[src/rtl/fpsqrt_frac_arb_pkg.sv]
// Shared widths and FSM encoding for the sqrt-fraction arbiter.
package fpsqrt_frac_arb_pkg;

    localparam int FP_OP_W  = 53;
    localparam int FP_RES_W = 54;

    typedef enum logic [1:0] {
        IDLE,
        ISSUE,
        WAIT,
        RESP
    } arb_state_t;

endpackage

[src/rtl/fpsqrt_frac_rr_pick.sv]
// Combinational round-robin picker: search starts one past the last grant and wraps.
module fpsqrt_frac_rr_pick #(
    parameter  int NUM_REQ = 4,
    localparam int ID_W    = $clog2(NUM_REQ)
) (
    input  logic [NUM_REQ-1:0] req_i,
    input  logic [ID_W-1:0]    last_i,
    output logic               any_o,
    output logic [ID_W-1:0]    idx_o,
    output logic [NUM_REQ-1:0] onehot_o
);

    logic [ID_W-1:0] cand;

    always_comb begin
        any_o    = 1'b0;
        idx_o    = '0;
        onehot_o = '0;
        cand     = '0;
        for (int i = 1; i <= NUM_REQ; i++) begin
            cand = ID_W'((int'(last_i) + i) % NUM_REQ);
            if (!any_o && req_i[cand]) begin
                any_o          = 1'b1;
                idx_o          = cand;
                onehot_o[cand] = 1'b1;
            end
        end
    end

endmodule

[src/rtl/fpsqrt_frac_arb.sv]
// Round-robin sequencer sharing one iterative sqrt-fraction unit among NUM_REQ requesters.
module fpsqrt_frac_arb
    import fpsqrt_frac_arb_pkg::*;
#(
    parameter  int NUM_REQ = 4,
    parameter  int OP_W    = FP_OP_W,
    parameter  int RES_W   = FP_RES_W,
    localparam int ID_W    = $clog2(NUM_REQ)
) (
    input  logic                          clk,
    input  logic                          rst,
    input  logic                          flush_i,
    input  logic [NUM_REQ-1:0]            req_valid_i,
    output logic [NUM_REQ-1:0]            req_ready_o,
    input  logic [NUM_REQ-1:0][OP_W-1:0]  req_op_i,
    input  logic [NUM_REQ-1:0]            req_is_odd_i,
    output logic [NUM_REQ-1:0]            rsp_valid_o,
    input  logic [NUM_REQ-1:0]            rsp_ready_i,
    output logic [RES_W-1:0]              rsp_res_o,
    output logic                          sq_start_valid_o,
    input  logic                          sq_start_ready_i,
    output logic [OP_W-1:0]               sq_op_o,
    output logic                          sq_is_odd_o,
    output logic                          sq_flush_o,
    input  logic                          sq_finish_valid_i,
    output logic                          sq_finish_ready_o,
    input  logic [RES_W-1:0]              sq_res_i,
    output logic                          busy_o,
    output logic [ID_W-1:0]               owner_o
);

    arb_state_t       state_q, state_d;
    logic [OP_W-1:0]  op_q, op_d;
    logic             is_odd_q, is_odd_d;
    logic [RES_W-1:0] res_q, res_d;
    logic [ID_W-1:0]  owner_q, owner_d;
    logic [ID_W-1:0]  last_q, last_d;

    logic               pick_any;
    logic [ID_W-1:0]    pick_idx;
    logic [NUM_REQ-1:0] pick_onehot;
    logic               req_fire;

    fpsqrt_frac_rr_pick #(
        .NUM_REQ (NUM_REQ)
    ) u_pick (
        .req_i    (req_valid_i),
        .last_i   (last_q),
        .any_o    (pick_any),
        .idx_o    (pick_idx),
        .onehot_o (pick_onehot)
    );

    // A flush gates the grant so no operand is latched in the flushing cycle.
    assign req_ready_o = (state_q == IDLE && !flush_i) ? pick_onehot : '0;
    assign req_fire    = (state_q == IDLE) && !flush_i && pick_any;

    assign sq_start_valid_o  = (state_q == ISSUE);
    assign sq_op_o           = op_q;
    assign sq_is_odd_o       = is_odd_q;
    assign sq_flush_o        = flush_i;
    assign sq_finish_ready_o = (state_q == WAIT) && sq_finish_valid_i;

    assign rsp_valid_o = (state_q == RESP) ? (NUM_REQ'(1) << owner_q) : '0;
    assign rsp_res_o   = res_q;
    assign busy_o      = (state_q != IDLE);
    assign owner_o     = owner_q;

    always_comb begin
        state_d  = state_q;
        op_d     = op_q;
        is_odd_d = is_odd_q;
        res_d    = res_q;
        owner_d  = owner_q;
        last_d   = last_q;
        unique case (state_q)
            IDLE: begin
                if (req_fire) begin
                    op_d     = req_op_i[pick_idx];
                    is_odd_d = req_is_odd_i[pick_idx];
                    owner_d  = pick_idx;
                    state_d  = ISSUE;
                end
            end
            ISSUE: begin
                if (sq_start_ready_i) state_d = WAIT;
            end
            WAIT: begin
                if (sq_finish_valid_i) begin
                    res_d   = sq_res_i;
                    state_d = RESP;
                end
            end
            RESP: begin
                if (rsp_ready_i[owner_q]) begin
                    last_d  = owner_q;
                    state_d = IDLE;
                end
            end
            default: state_d = IDLE;
        endcase
        // Flush drops any finish or response in flight and keeps the pointer.
        if (flush_i) begin
            state_d = IDLE;
            res_d   = res_q;
            last_d  = last_q;
        end
    end

    always_ff @(posedge clk or posedge rst) begin
        if (rst) begin
            state_q  <= IDLE;
            op_q     <= '0;
            is_odd_q <= 1'b0;
            res_q    <= '0;
            owner_q  <= '0;
            last_q   <= ID_W'(NUM_REQ - 1);
        end else begin
            state_q  <= state_d;
            op_q     <= op_d;
            is_odd_q <= is_odd_d;
            res_q    <= res_d;
            owner_q  <= owner_d;
            last_q   <= last_d;
        end
    end

endmodule
[config.mk]
export PLATFORM = sky130hd
export DESIGN_NAME = fpsqrt_frac_arb
export DESIGN_NICKNAME = d
export VERILOG_FILES = /design/src/rtl/fpsqrt_frac_arb_pkg.sv /design/src/rtl/fpsqrt_frac_rr_pick.sv /design/src/rtl/fpsqrt_frac_arb.sv
export SDC_FILE = /design/constraint.sdc
export NUM_CORES = 1
export LEC_CHECK = 0
export BUFFER_PORTS_ARGS = -buffer_cell sky130_fd_sc_hd__buf_2
export CAP_MARGIN = 20
export CELL_PAD_IN_SITES_DETAIL_PLACEMENT = 0
export CELL_PAD_IN_SITES_GLOBAL_PLACEMENT = 1
export CORE_AREA = 2 2 158 160
export CTS_BUF_LIST = sky130_fd_sc_hd__clkbuf_4 sky130_fd_sc_hd__clkbuf_8
export DETAILED_ROUTE_END_ITERATION = 10
export DIE_AREA = 0 0 160 162
export GPL_ROUTABILITY_DRIVEN = 0
export PLACE_DENSITY_LB_ADDON = 0.1
export SYNTH_ARGS = -nofsm -noshare
export SYNTH_HDL_FRONTEND = slang
export SYNTH_HIERARCHICAL = 1
export SYNTH_SLANG_ARGS = --single-unit
[constraint.sdc]
create_clock -name clk -period 4.41 [get_ports clk]
set_input_delay 0 -clock clk [delete_from_list [all_inputs] [get_ports clk]]
set_output_delay 0 -clock clk [all_outputs]
set_load 0.02 [all_outputs]
==> run_results.csv <==
group,metric,value,unit
global_route,grt_max_degree,74,
floorplan,start_util,0.267,
sta,setup_viol,0,
logic_synthesis,netlist.area_leader.share,0.435,
sta,finalSetupTns,0,ns
route,routed.top_layer,"met4",
clocking,cts_tree,"yes",
critical_path,worstPathRequired,4.72,ns
critical_path,crit_top_cell,"buf_12",
route,drc,0,
sta,worst-slew-pin-transition,0.918,ns
critical_path,critPathMaxStageDelay,0.69,ns
sta,clock.fmax,246,MHz
power,combPwrFrac,0.594,
global_route,grt_use_total,0.181,
critical_path,cp.arrival,4.38,ns
route,wl_met1,8980,µm
finish,stdcell_count,1326,
floorplan,die_h,162,µm
logic_synthesis,yosys_warnings,6,
clocking,cts.path.max_buffers,2,
hold_path,hold_path.class,"input port to flip-flop",
power,sequentialPowerShare,0.259,
clocking,cts_buffers,17,
power,powerDensity,659,nW/µm²
floorplan,fp.coreArea,24100,µm²
global_route,grt_pass1_vias,6547,
route,drt-pass1-iter-count,5,
sta,finalClockSkew,0.0127,ns
critical_path,path_depth,11,
critical_path,r2r_end,"sq_op_o[15]",
critical_path,crit_fanout,20,
clocking,cts-root-buf,"clkbuf_8",
critical_path,end_kind,"flip-flop",
power,power_leakage,5.18,nW
run_status,status,"completed",
critical_path,ff2ff_path_depth,11,
route,wire_per_inst,17.7,µm
global_route,grt.overflow.total,0,
logic_synthesis,synth_seq_cells,114,
power,clkPwrFrac,0.147,
sta,period_share,0.924,
finish,regArea,2860,µm²
route,initialDrtViolationCount,260,
power,power.internal,0.00432,W
place,dp_hpwl,17800,µm
floorplan,dieArea,25900,µm²
critical_path,critPathKind,"flip-flop to flip-flop",
logic_synthesis,syn_area_per_cell,15.0,µm²
finish,layout-drive-gt1-share,0.625,
critical_path,crit_path_start,"last_q[1]",
clocking,clkSinkCount,114,
route,via_per_inst,4.61,
floorplan,num_io_pins,405,
route,ant_nets,0,
job,cap_violations,0,
clocking,clkTransAtPathRegs,0.08,ns
sta,rsz0062_at_grt,"false",
route,via_count,6119,
critical_path,cp-start-kind,"flip-flop",
finish,area_growth,67.6,%
logic_synthesis,syn-num-nets,723,
clocking,h-tree-depth,4,
logic_synthesis,ys_seq_area_frac,0.444,
place,io_buffers,404,
power,p_sw_frac,0.392,
power,switchingPower,0.00279,W
critical_path,worstPathCellList,"inv_1 > ha_1 > a21oi_1 > a211oi_1 > a311o_1 > a221oi_4 > buf_12 > buf_12 > mux4_2 > dlygate4sd3_1 > mux2_2",
sta,hold_viol,0,
critical_path,crit_end,"sq_op_o[15]",
sta,maxSlewViolCount,0,
route,wl_met2,12300,µm
finish,final.fill_count,2270,
critical_path,slowest_stage,"dfstp_2",
finish,layout_commonest_cell,"buf_2",
power,ir_worst_vdd,326,µV
critical_path,r2r_setup_slack,0.34,ns
sta,period_needed,4.07,ns
critical_path,regToRegStartpoint,"last_q[1]",
finish,fin_nets,1280,
global_route,antenna_found_initial,3,
logic_synthesis,synthDistinctLibCells,39,
logic_synthesis,mappedNetlistArea,6440,µm²
logic_synthesis,yosysTopAreaCell,"dfrtp_1",
finish,layout_common_cells,"buf_2 (404), dlygate4sd3_1 (154), mux2_2 (114), dfrtp_1 (112), mux4_2 (51)",
logic_synthesis,synth_cells,428,
place,dp.cells,1134,
sta,max_slew_margin,0.388,
critical_path,crit_family,"buffers and inverters",
critical_path,crit_buf_inv,4,
route,wirelength,23500,µm
route,met3_length,1620,µm
logic_synthesis,synthTopCellsByArea,"dfrtp_1 (44%), mux2_2 (20%), mux4_2 (18%)",
finish,multi_input_area,3320,µm²
clocking,clk_latency,0.43,ns
floorplan,rows,57,
global_route,grt_pass1_wl,36000,µm
floorplan,die_w,160,µm
worst min-delay path by stage:
stage | startpoint | to | slack (ns) | cells after the start
after global routing | req_op_i[147] | sq_op_o[41] | 0.01 | 3
after CTS | req_op_i[163] | sq_op_o[4] | 0.001 | 3
final | req_op_i[147] | sq_op_o[41] | 0.03 | 3
after floorplan | flush_i | sq_flush_o | 0.11 | 1
after global placement | sq_res_i[20] | rsp_res_o[20] | 0.23 | 2
after detailed placement | sq_res_i[36] | rsp_res_o[36] | 0.24 | 2
routing by layer:
layer / track usage / vias up
li1: - / 2785
met2: 0.327 / 325
met5: 0 / -
met1: 0.204 / 2972
met3: 0.0434 / 37
met4: 0.0758 / 0
final cells by class:
| type | count | share of cell area |
|---|---|---|
| Antenna cell | 4 | 0.000928 |
| Clock buffer | 18 | 0.0230 |
| Clock inverter | 14 | 0.0154 |
| Inverter | 14 | 0.00510 |
| Multi-Input combinational cell | 266 | 0.308 |
| Sequential cell | 114 | 0.265 |
| Tap cell | 324 | 0.0376 |
| Timing Repair Buffer | 572 | 0.346 |
registers in the layout (all words and copies together) (netlist names):
register	count
sq_is_odd_o	1
last_q	2
rsp_res_o	54
sq_op_o	53
state_q	2
owner_o	2
logic make-up after synthesis:
group / Yosys count / share of synthesized area
compound gates: 31 / 0.0365
fa+ha+maj: 12 / 0.0233
buf+inv: 48 / 0.0486
flops: 114 / 0.444
mux: 176 / 0.408
simple gates: 47 / 0.0404
power groups by stage:
stage          Combinational, W  Clock [W]  Sequential [W]
2_1_floorplan           0.00202          0         0.00247
4_1_cts                 0.00425    0.00109         0.00184
3_5_place_dp            0.00377          0         0.00186
3_3_place_gp            0.00372          0         0.00184
6_report                0.00422    0.00104         0.00184
5_1_grt                 0.00455    0.00114         0.00191
worst register-to-register path, cell delays in order (launching register included):
cell and delay (ns):
dfstp_2 0.69, inv_1 0.17, ha_1 0.45, a21oi_1 0.19, a211oi_1 0.07, a311o_1 0.37
a221oi_4 0.27, buf_12 0.18, buf_12 0.21, mux4_2 0.53, dlygate4sd3_1 0.57, mux2_2 0.26
stage by stage:
stage | hold WS (ns) | power, W | utilization | setup WS, ns | cell area [µm²]
2_1_floorplan | 0.113 | 0.00448 | - | 0.878 | 6440
3_3_place_gp | 0.234 | 0.00556 | 0.364 | 0.613 | 8780
3_5_place_dp | 0.236 | 0.00563 | 0.364 | 0.611 | 8780
4_1_cts | 0.00131 | 0.00718 | 0.446 | 0.0608 | 10700
5_1_grt | 0.0134 | 0.00760 | 0.448 | 0.164 | 10800
6_report | 0.0344 | 0.00711 | 0.448 | 0.337 | 10800
timing repair:
item | CTS | global route
hold endpoints to repair | 177 | 0
hold buffers | 154 | 0
buffers inserted | 0 | 1
resized for setup | 0 | 0
endpoints found under the setup margin | 0 | 43
synth_stat cells (all sizes together):
library cell and number:
o311ai 1, o31ai 4, o21ai 3, mux2i 6, or3b 1, a21oi 4, buf 29, and2 1
dfrtp 112, nand4 6, or2 1, a221oi 1, inv 14, ha 12, nor4bb 1, nand2 11
mux2 114, o2111ai 2, nand3 2, nand2b 6, nand3b 1, nor2 5, o221ai 1, a31oi 6
and3 6, a311oi 1, dfstp 2, mux4 56, a2111o 4, a311o 1, clkbuf 5, nor3b 1
o211a 1, a211oi 2, or3 5
Note: power is estimated with default switching activity, not from simulation.
